**config.mk**
```make
export PLATFORM = sky130hd
export DESIGN_NAME = text_cursor_writer
export DESIGN_NICKNAME = d
export VERILOG_FILES = /design/src/rtl/text_cursor_writer.sv
export SDC_FILE = /design/constraint.sdc
export NUM_CORES = 1
export LEC_CHECK = 0
export ABC_AREA = 1
export ABC_CLOCK_PERIOD_IN_PS = 2550
export BUFFER_PORTS_ARGS = -buffer_cell sky130_fd_sc_hd__buf_4
export CAP_MARGIN = 10
export CORE_ASPECT_RATIO = 1.2
export CORE_MARGIN = 2
export CORE_UTILIZATION = 56
export DETAILED_ROUTE_END_ITERATION = 12
export PLACE_DENSITY = 0.82
export SYNTH_ARGS = -nofsm -noshare
export SYNTH_HDL_FRONTEND = slang
export SYNTH_SLANG_ARGS = --single-unit
```
**constraint.sdc**
```tcl
create_clock -name clock -period 2.55 [get_ports clock]
set_clock_uncertainty 0.2 [all_clocks]
set_input_delay 0.1275 -clock clock [delete_from_list [all_inputs] [get_ports clock]]
set_output_delay 0.1275 -clock clock [all_outputs]
set_load 0.02 [all_outputs]
```
**src/rtl/text_cursor_writer.sv**
```systemverilog
// text_cursor_writer
//   Writer front-end for the character plane. It takes a byte stream, keeps a
//   text cursor and turns each byte into plane writes. Printable codes write
//   one cell. CR/LF start a new line. Backspace erases the previous cell.
//   Form-feed clears the whole screen. Whenever the cursor moves onto a new
//   row, that row is cleared first.
//
//   Optional feature macro: TAB_EXPAND_EN. When it is defined, 0x09 expands to
//   blanks up to the next TAB_WIDTH stop. When it is undefined, 0x09 is
//   consumed and does nothing.
//
// Ports
//   clock       in   posedge clock for all logic
//   reset       in   synchronous, active-low
//   char_valid  in   char_data is offered
//   char_data   in   8-bit character code
//   char_ready  out  a byte can be accepted (IDLE only)
//   plane_we    out  plane write enable, one cycle per cell
//   plane_row   out  plane write row
//   plane_col   out  plane write column
//   plane_data  out  plane write data
//   cursor_row  out  current cursor row
//   cursor_col  out  current cursor column
//   busy        out  a multi-cycle clear or tab sequence is running
//
// Handshake: a byte is taken on the posedge where char_valid && char_ready.
// char_ready is high only in IDLE. A byte offered while the block is busy
// stays pending on the inputs until char_ready returns.
module text_cursor_writer #(
    parameter int         ROW_NUMBER  = 15,
    parameter int         COL_NUMBER  = 40,
    parameter int         ROW_BIT_LEN = 4,
    parameter int         COL_BIT_LEN = 6,
    parameter logic [7:0] BLANK_CODE  = 8'hFF,
    parameter int         TAB_WIDTH   = 4
) (
    input  logic                   clock,
    input  logic                   reset,
    input  logic                   char_valid,
    input  logic [7:0]             char_data,
    output logic                   char_ready,
    output logic                   plane_we,
    output logic [ROW_BIT_LEN-1:0] plane_row,
    output logic [COL_BIT_LEN-1:0] plane_col,
    output logic [7:0]             plane_data,
    output logic [ROW_BIT_LEN-1:0] cursor_row,
    output logic [COL_BIT_LEN-1:0] cursor_col,
    output logic                   busy
);

    localparam logic [ROW_BIT_LEN-1:0] ROW_MAX = ROW_BIT_LEN'(ROW_NUMBER - 1);
    localparam logic [COL_BIT_LEN-1:0] COL_MAX = COL_BIT_LEN'(COL_NUMBER - 1);

`ifdef TAB_EXPAND_EN
    localparam logic [COL_BIT_LEN-1:0] TAB_MASK = COL_BIT_LEN'(TAB_WIDTH - 1);
    typedef enum logic [2:0] {IDLE, WRITE, CLEAR_LINE, CLEAR_ALL, TAB} state_t;
`else
    typedef enum logic [2:0] {IDLE, WRITE, CLEAR_LINE, CLEAR_ALL} state_t;
`endif

    state_t                 state;
    logic [ROW_BIT_LEN-1:0] clr_row;
    logic [COL_BIT_LEN-1:0] clr_col;
    logic                   accept;
    logic [COL_BIT_LEN-1:0] col_inc;

    assign accept  = char_valid && char_ready;
    assign col_inc = cursor_col + 1'b1;

    function automatic logic [ROW_BIT_LEN-1:0] row_next(input logic [ROW_BIT_LEN-1:0] r);
        return (r == ROW_MAX) ? '0 : r + 1'b1;
    endfunction

    // WRITE is the final cycle of every sequence. During that cycle the last
    // cell write is visible. At the end of it, the block drops plane_we and
    // reopens char_ready, so a sequence always ends the same way.
    always_ff @(posedge clock) begin
        if (!reset) begin
            state      <= IDLE;
            cursor_row <= '0;
            cursor_col <= '0;
            plane_we   <= 1'b0;
            plane_row  <= '0;
            plane_col  <= '0;
            plane_data <= BLANK_CODE;
            char_ready <= 1'b1;
            busy       <= 1'b0;
            clr_row    <= '0;
            clr_col    <= '0;
        end else begin
            case (state)
                IDLE: begin
                    plane_we <= 1'b0;
                    if (accept) begin
                        case (char_data)
                            8'h0D, 8'h0A: begin
                                cursor_col <= '0;
                                cursor_row <= row_next(cursor_row);
                                clr_col    <= '0;
                                char_ready <= 1'b0;
                                busy       <= 1'b1;
                                state      <= CLEAR_LINE;
                            end
                            8'h08: begin
                                // At column 0 the byte is simply consumed.
                                if (cursor_col != '0) begin
                                    cursor_col <= cursor_col - 1'b1;
                                    plane_we   <= 1'b1;
                                    plane_row  <= cursor_row;
                                    plane_col  <= cursor_col - 1'b1;
                                    plane_data <= BLANK_CODE;
                                    char_ready <= 1'b0;
                                    state      <= WRITE;
                                end
                            end
                            8'h0C: begin
                                clr_row    <= '0;
                                clr_col    <= '0;
                                char_ready <= 1'b0;
                                busy       <= 1'b1;
                                state      <= CLEAR_ALL;
                            end
                            8'h09: begin
`ifdef TAB_EXPAND_EN
                                char_ready <= 1'b0;
                                busy       <= 1'b1;
                                state      <= TAB;
`endif
                            end
                            default: begin
                                plane_we   <= 1'b1;
                                plane_row  <= cursor_row;
                                plane_col  <= cursor_col;
                                plane_data <= char_data;
                                char_ready <= 1'b0;
                                if (cursor_col == COL_MAX) begin
                                    cursor_col <= '0;
                                    cursor_row <= row_next(cursor_row);
                                    clr_col    <= '0;
                                    busy       <= 1'b1;
                                    state      <= CLEAR_LINE;
                                end else begin
                                    cursor_col <= col_inc;
                                    state      <= WRITE;
                                end
                            end
                        endcase
                    end
                end
                WRITE: begin
                    plane_we   <= 1'b0;
                    char_ready <= 1'b1;
                    busy       <= 1'b0;
                    state      <= IDLE;
                end
                CLEAR_LINE: begin
                    // The cursor already sits on the row being cleared.
                    plane_we   <= 1'b1;
                    plane_row  <= cursor_row;
                    plane_col  <= clr_col;
                    plane_data <= BLANK_CODE;
                    if (clr_col == COL_MAX) state <= WRITE;
                    else clr_col <= clr_col + 1'b1;
                end
                CLEAR_ALL: begin
                    plane_we   <= 1'b1;
                    plane_row  <= clr_row;
                    plane_col  <= clr_col;
                    plane_data <= BLANK_CODE;
                    if (clr_col == COL_MAX) begin
                        clr_col <= '0;
                        if (clr_row == ROW_MAX) begin
                            cursor_row <= '0;
                            cursor_col <= '0;
                            state      <= WRITE;
                        end else begin
                            clr_row <= clr_row + 1'b1;
                        end
                    end else begin
                        clr_col <= clr_col + 1'b1;
                    end
                end
`ifdef TAB_EXPAND_EN
                TAB: begin
                    plane_we   <= 1'b1;
                    plane_row  <= cursor_row;
                    plane_col  <= cursor_col;
                    plane_data <= BLANK_CODE;
                    if (cursor_col == COL_MAX) begin
                        // Line end reached mid-tab: the tab ends at column 0
                        // of the next row, and that row is cleared.
                        cursor_col <= '0;
                        cursor_row <= row_next(cursor_row);
                        clr_col    <= '0;
                        state      <= CLEAR_LINE;
                    end else begin
                        cursor_col <= col_inc;
                        if ((col_inc & TAB_MASK) == '0) state <= WRITE;
                    end
                end
`endif
                default: state <= IDLE;
            endcase
        end
    end

endmodule
```
After elaboration in Yosys (flattened, before gate mapping)
Index checks and enable logic that the tools add are counted.
{"block": "word_totals", "ff_bits": 44, "latchBits": 0, "output_inout_bits": 31, "rom_bits": 0, "ram_bits": 0, "memories": 0, "input_bits": 11, "wordCells": 123}
{"block": "op_classes", "n_mul": 0, "reduce_logical": 24, "n_shift": 0, "order_cmp": 0, "muxes": 56, "addsub": 5, "div_mod_pow": 0, "n_eq_ne": 27, "bitwise": 0}
{"op": "$mux 6", "count": 10}
{"op": "$pmux 6 s2", "count": 4}
{"op": "$mux 4", "count": 11}
{"op": "$eq 8x4->1 const B", "count": 5}
{"op": "$pmux 6 s3", "count": 2}
{"op": "$pmux 4 s2", "count": 4}
{"op": "$pmux 8 s2", "count": 2}
{"op": "$ne 2x2->1 const B", "count": 11}
{"op": "$reduce_and 6->1", "count": 3}
{"op": "$mux 8", "count": 2}
{"op": "$reduce_and 4->1", "count": 4}
{"op": "$mux 3", "count": 5}
{"op": "$add 6x1->6 const B", "count": 2}
{"op": "$eq 6x6->1 const B", "count": 2}
{"op": "$pmux 3 s4", "count": 1}
{"op": "$pmux 4 s3", "count": 1}
{"op": "$pmux 1 s2", "count": 5}
{"op": "$reduce_and 5->1", "count": 2}
{"op": "$pmux 3 s3", "count": 1}
{"op": "$add 4x1->4 const B", "count": 2}
{"op": "$eq 4x4->1 const B", "count": 2}
{"op": "$reduce_or 2->1", "count": 4}
{"op": "$eq 3x2->1 const B", "count": 2}
{"op": "$mux 1", "count": 6}
{"op": "other kinds (14)", "count": 19}

Logic depth before layout (Yosys ltp)
{"block": "depth", "depth_word": 6, "depth_mapped": 13, "depth_no_buf": 12}

Worst setup path after synthesis
No wires, ideal clock.
{"block": "synth_timing", "path_type": "register to register", "from": "register cursor_col[0]", "to": "register plane_col[1]", "synth_period_minus_slack_ps": 2130, "required_time_ps": 2234, "path_slack_ps": 420, "path_buffers": 1, "setup_time_ps": 116, "t_arrival_ps": 1814, "stages_incl_launch_ff": 14, "path_cell_list": "dfxtp_1 > inv_1 > ha_1 > inv_1 > nor2_1 > nand3_1 > inv_1 > nand2_1 > nand2_1 > o21ai_2 > inv_2 > buf_4 > nor2_1 > nor2_1"}
{"block": "synth_between", "elab_chain_len": 5, "word_cells_on_any_way": 8, "cone_classes": "add/sub: 1; eq/ne: 1; mux: 4; reduce/logical: 2"}
{"item": "start: declaration", "line": "47", "text": "output logic [COL_BIT_LEN-1:0] cursor_col,"}
{"item": "start signal: assignment", "line": "107", "text": "cursor_col <= cursor_col - 1'b1;"}
{"item": "start signal: assignment", "line": "143", "text": "cursor_col <= col_inc;"}
{"item": "$sub 6x1->6", "line": "110", "text": "plane_col <= cursor_col - 1'b1;"}
{"item": "$mux 6", "line": "106", "text": "if (cursor_col != '0) begin"}
{"item": "$pmux 6 s2", "line": "95", "text": "case (char_data)"}
{"item": "$mux 6", "line": "94", "text": "if (accept) begin"}
{"item": "$pmux 6 s2", "line": "91", "text": "case (state)"}
{"item": "end signal: assignment", "line": "110"}
{"item": "end signal: assignment", "line": "133", "text": "plane_col <= cursor_col;"}
{"item": "end signal: assignment", "line": "160", "text": "plane_col <= clr_col;"}
{"item": "end: declaration", "line": "44", "text": "output logic [COL_BIT_LEN-1:0] plane_col,"}
Several ways; a longest one is shown, not always the timed one. The select of a mux whose other input is x is not followed.
A chain may end at the register's enable or synchronous reset.

Worst setup path in the final report
{"block": "layout_timing", "from": "register cursor_col[0]", "to": "register plane_col[3]"}
The elaborated chain is that of the path after synthesis.

==> report_table.html <==
<table>
<tr><th>Metric</th><th>Value</th></tr>
<tr><th colspan="2">Status</th></tr>
<tr><td>Status</td><td>finished clean</td></tr>
<tr><th colspan="2">Timing</th></tr>
<tr><td>Worst-margin pin slew</td><td>589.3 ps</td></tr>
<tr><td>Final number of setup-violating endpoints</td><td>0</td></tr>
<tr><td>Max-slew violation total from the final report</td><td>0</td></tr>
<tr><td>Final worst-path cycle share</td><td>0.8932</td></tr>
<tr><td>FMAX</td><td>439.0 MHz</td></tr>
<tr><td>Setup total negative slack</td><td>0 ps</td></tr>
<tr><td>Slew headroom</td><td>0.6067</td></tr>
<tr><td>Final number of hold-violating endpoints</td><td>0</td></tr>
<tr><td>Final min period</td><td>about 2300 ps</td></tr>
<tr><td>Unrepaired setup endpoints after global routing</td><td>false</td></tr>
<tr><td>Worst Slack Setup Final</td><td>272.3 ps</td></tr>
<tr><th colspan="2">Logic synthesis</th></tr>
<tr><td>Sequential fraction of the synthesis area</td><td>0.3311</td></tr>
<tr><td>Post-synth top area cell</td><td>dfxtp_1</td></tr>
<tr><td>Netlist area before placement</td><td>2600 um2</td></tr>
<tr><td>Number of unique standard cell types used by synthesis</td><td>29</td></tr>
<tr><td>Post-Syn Instances</td><td>423</td></tr>
<tr><td>Number of register bits inferred by synthesis</td><td>43</td></tr>
<tr><td>Net count after synthesis</td><td>442</td></tr>
<tr><td>Average cell area after synthesis</td><td>6.147 um2</td></tr>
<tr><td>Proportion of netlist area held by the largest area contributor</td><td>0.3311</td></tr>
<tr><td>Yosys Warn Count</td><td>0</td></tr>
<tr><td>Dominant cells by area after synthesis</td><td>dfxtp_1 33%, nand2_1 17%, nor2_1 11%</td></tr>
<tr><th colspan="2">Clock tree</th></tr>
<tr><td>Number of buffers on the longest clock path</td><td>2</td></tr>
<tr><td>Clock buffers created by TritonCTS</td><td>5</td></tr>
<tr><td>Post-CTS setup buffers</td><td>0</td></tr>
<tr><td>Clock network latency to the later pin of the worst-skew pair</td><td>310 ps</td></tr>
<tr><td>Number of levels the H-tree was split into</td><td>2</td></tr>
<tr><td>CTS root buf</td><td>clkbuf_8</td></tr>
<tr><td>CTS tree</td><td>yes</td></tr>
<tr><td>Clock net sink count</td><td>43</td></tr>
<tr><td>Clock Pin Slew Worst Setup and Hold Paths</td><td>about 100 ps</td></tr>
<tr><th colspan="2">Global routing</th></tr>
<tr><td>Total global-route track usage</td><td>0.2900</td></tr>
<tr><td>Congestion Overflow GR</td><td>0</td></tr>
<tr><td>Via count of the first global-routing pass</td><td>~2500</td></tr>
<tr><td>Initial antenna violation count</td><td>0</td></tr>
<tr><td>Pin count of the biggest net entering global routing</td><td>29</td></tr>
<tr><td>Wire length of the first global-routing pass</td><td>between 10000 and 15000 um</td></tr>
<tr><th colspan="2">Setup path</th></tr>
<tr><td>Startpoint type of the worst setup path</td><td>flop</td></tr>
<tr><td>Arr. time, crit path</td><td>2290 ps</td></tr>
<tr><td>Worst reg-to-reg path cell count</td><td>13</td></tr>
<tr><td>Worst Setup End Kind</td><td>flop</td></tr>
<tr><td>Worst Path Max Fanout</td><td>14</td></tr>
<tr><td>Type of the worst setup path</td><td>flop to flop</td></tr>
<tr><td>Critical Path End</td><td>plane_col[3]$_SDFFE_PN0P_</td></tr>
<tr><td>Critical Path Source</td><td>cursor_col[0]$_SDFFE_PN0P_</td></tr>
<tr><td>Critical path data required time</td><td>2560 ps</td></tr>
<tr><td>Critical register-to-register path startpoint</td><td>cursor_col[0]$_SDFFE_PN0P_</td></tr>
<tr><td>Setup slack on the worst flop-to-flop path</td><td>270 ps</td></tr>
<tr><td>Terminus of the critical flop-to-flop path</td><td>plane_col[3]$_SDFFE_PN0P_</td></tr>
<tr><th colspan="2">Flow run</th></tr>
<tr><td>Max-cap violations</td><td>0</td></tr>
<tr><th colspan="2">Route</th></tr>
<tr><td>Total number of vias</td><td>2861</td></tr>
<tr><td>Number of detailed-route iterations in the first pass</td><td>5</td></tr>
<tr><td>Met1 routed wirelength after detailed routing</td><td>3133 um</td></tr>
<tr><td>Number of antenna-violating nets in the routed design</td><td>0</td></tr>
<tr><td>Initial DRC count</td><td>236</td></tr>
<tr><td>Sum of met3 wire segment lengths after detailed routing</td><td>about 510 um</td></tr>
<tr><td>Average wire per cell in the routed design</td><td>13.72 um</td></tr>
<tr><td>Total wirelength of the detailed-routed design</td><td>7312 um</td></tr>
<tr><td>Highest routed metal layer</td><td>met4</td></tr>
<tr><td>Detailed-route DRC error count</td><td>0</td></tr>
<tr><td>Ratio of routed vias to standard cells</td><td>5.368</td></tr>
<tr><td>Sum of met2 wire segment lengths after detailed routing</td><td>around 3500 um</td></tr>
<tr><th colspan="2">Die</th></tr>
<tr><td>DIE AREA</td><td>5206 um2</td></tr>
<tr><td>Core region area</td><td>roughly 4500 um2</td></tr>
<tr><td>IO Count</td><td>42</td></tr>
<tr><td>Initial standard-cell utilization of the core</td><td>0.5744</td></tr>
<tr><td>Floorplan die height</td><td>~79 um</td></tr>
<tr><td>Overall die width</td><td>66.20 um</td></tr>
<tr><td>Standard-cell rows</td><td>27</td></tr>
<tr><th colspan="2">Final layout</th></tr>
<tr><td>Number of nets in the finished design</td><td>about 490</td></tr>
<tr><td>Post-route cell area</td><td>between 3000 and 4000 um2</td></tr>
<tr><td>Non-filler cells in the finished layout</td><td>533</td></tr>
<tr><td>Area growth from synthesis to layout</td><td>21.51%</td></tr>
<tr><td>Number of inserted diodes</td><td>0</td></tr>
<tr><td>Share of post-route cells with drive strength above 1</td><td>0.1432</td></tr>
<tr><th colspan="2">Power</th></tr>
<tr><td>Logic pwr share</td><td>0.573</td></tr>
<tr><td>Maximum resistive drop on vdd</td><td>roughly 0.51 mV</td></tr>
<tr><td>Net Sw Power</td><td>1.930 mW</td></tr>
<tr><td>Leakage component of the power</td><td>around 1.6 nW</td></tr>
<tr><td>Post-layout total power</td><td>3.873 mW</td></tr>
<tr><td>Clock network fraction of design power</td><td>0.121</td></tr>
<tr><td>Cell internal pwr</td><td>1.943 mW</td></tr>
<tr><td>Switching share of power</td><td>0.4983</td></tr>
<tr><td>Areal power density over the cells</td><td>around 1200 nW/um2</td></tr>
<tr><td>Sequential fraction of design power</td><td>0.305</td></tr>
<tr><th colspan="2">Place</th></tr>
<tr><td>HPWL after detailed placement</td><td>5242 um</td></tr>
<tr><td>Place WS</td><td>290.8 ps</td></tr>
<tr><td>Global placer's final weighted congestion</td><td>0.9524</td></tr>
<tr><td>Area of placed instances</td><td>approximately 3000 um2</td></tr>
<tr><td>Placed Instances</td><td>between 500 and 600</td></tr>
<tr><td>Port Buffer Count</td><td>41</td></tr>
<tr><th colspan="2">Worst hold path</th></tr>
<tr><td>Kind of path behind the tightest hold check</td><td>input port to flop</td></tr>
</table>
-- flip-flops by register name, indices dropped and copies added, names as in the netlist, 2 cells and up --
register	count
plane_data	8
plane_row	4
plane_col	6
cursor_row	4
clr_row	4
cursor_col	6
clr_col	6
state	2
-- cells in the mapped netlist --
library cell and instances:
clkbuf_1 7, inv_1 35, buf_4 3, dfxtp_1 43, nor4_1 1, nor2_1 74
nand3_1 30, clkinv_1 1, a31oi_1 1, clkbuf_2 1, o21a_1 1, nor2_2 5
nor3_1 6, o21ai_2 1, nand2_1 119, ha_1 8, nor2_4 1, and3_1 1
buf_2 2, a21oi_1 20, o21ai_0 42, a21boi_1 1, nand4_1 3, inv_2 4
o211ai_1 2, nand4_2 1, o21ai_1 2, o21bai_1 1, xor2_1 7
-- kinds of logic (layout without fill, tap and decap cells) --
logic type / after synthesis / in the layout / share of synthesized area
AOI/OAI and AO/OA: 71 / 71 / 0.1434
xor gates and xnor gates: 7 / 7 / 0.02358
adders and majority gates: 8 / 8 / 0.03850
buffers and inverters: 53 / 105 / 0.08229
DFF: 43 / 43 / 0.3311
and+or+nand+nor: 241 / 241 / 0.3811
-- critical path, stage by stage, from the launching register on --
cell     delay (ps)
dfxtp_1         440
inv_1           150
ha_1            240
inv_1            70
nor2_1           50
nand3_1         110
inv_1            50
nand2_1          70
nand2_1          90
o21ai_4         270
buf_4           240
nand2_1          70
nand2_1          70
nor2_1           40
-- layout make-up --
| cell class | instances | area, um2 |
|---|---|---|
| fill | 421 | 1368 |
| multi-input combinational | 327 | 1533 |
| clock buffer | 5 | 68.82 |
| sequential | 43 | 860.8 |
| inverter | 40 | 150.1 |
| timing repair buffer | 57 | 450.4 |
| tap | 58 | 72.57 |
| clock inverter | 3 | 23.77 |
-- what timing repair did --
item,4_1_cts,5_1_grt
hold buffers,9,0
endpoints found under the setup margin,0,2
gates resized for setup,0,1
hold endpoints to repair,9,0
-- stage by stage --
step / hold slack (ps) / util
2_1_floorplan: 71.92 / -
3_3_place_gp: 172.6 / 0.6559
3_5_place_dp: 192.8 / 0.6559
4_1_cts: 84.91 / 0.6962
5_1_grt: 132.6 / 0.6979
6_report: 89.68 / 0.6979
-- worst min-delay path by stage --
stage | start | end | slack [ps] | cells past startpoint
finish | char_valid | busy$_SDFFE_PN0P_ | 90 | 5
global route | char_valid | busy$_SDFFE_PN0P_ | 130 | 5
CTS | char_valid | busy$_SDFFE_PN0P_ | 80 | 5
detailed placement | char_data[4] | plane_data[4]$_SDFFE_PN1P_ | 190 | 3
global placement | char_data[4] | plane_data[4]$_SDFFE_PN1P_ | 170 | 3
floorplan | char_data[4] | plane_data[4]$_SDFFE_PN1P_ | 70 | 2
-- cells in the final DEF, fill, tap and decap left out, types with 2 or more instances in the layout --
| master | Yosys | final |
|---|---|---|
| nand2_1 | 119 | 119 |
| a21oi_1 | 20 | 20 |
| nor3_1 | 6 | 6 |
| buf_4 | 3 | 48 |
| ha_1 | 8 | 8 |
| o21ai_1 | 2 | 2 |
| inv_1 | 35 | 35 |
| inv_2 | 4 | 4 |
| clkbuf_8 | 0 | 5 |
| xor2_1 | 7 | 7 |
| nor2_2 | 5 | 5 |
| o21ai_0 | 42 | 42 |
| dlygate4sd3_1 | 0 | 9 |
| clkinvlp_4 | 0 | 2 |
| dfxtp_1 | 43 | 43 |
| o211ai_1 | 2 | 2 |
| nand4_1 | 3 | 3 |
| nor2_1 | 74 | 74 |
| nand3_1 | 30 | 30 |
-- power groups by stage --
stage,Sequential [mW],Combinational [mW],Clock [mW]
2_1_floorplan,1.35,1.33,0
3_3_place_gp,1.18,2.16,0
3_5_place_dp,1.19,2.17,0
4_1_cts,1.17,2.19,0.472
5_1_grt,1.22,2.47,0.499
6_report,1.18,2.22,0.469
-- metal layers --
layer	up-vias	track usage
li1	1453	-
met1	1288	0.3752
met2	106	0.4860
met3	14	0.03725
met4	0	0.1082
met5	-	0
Note: power is estimated with default switching activity, not from simulation.
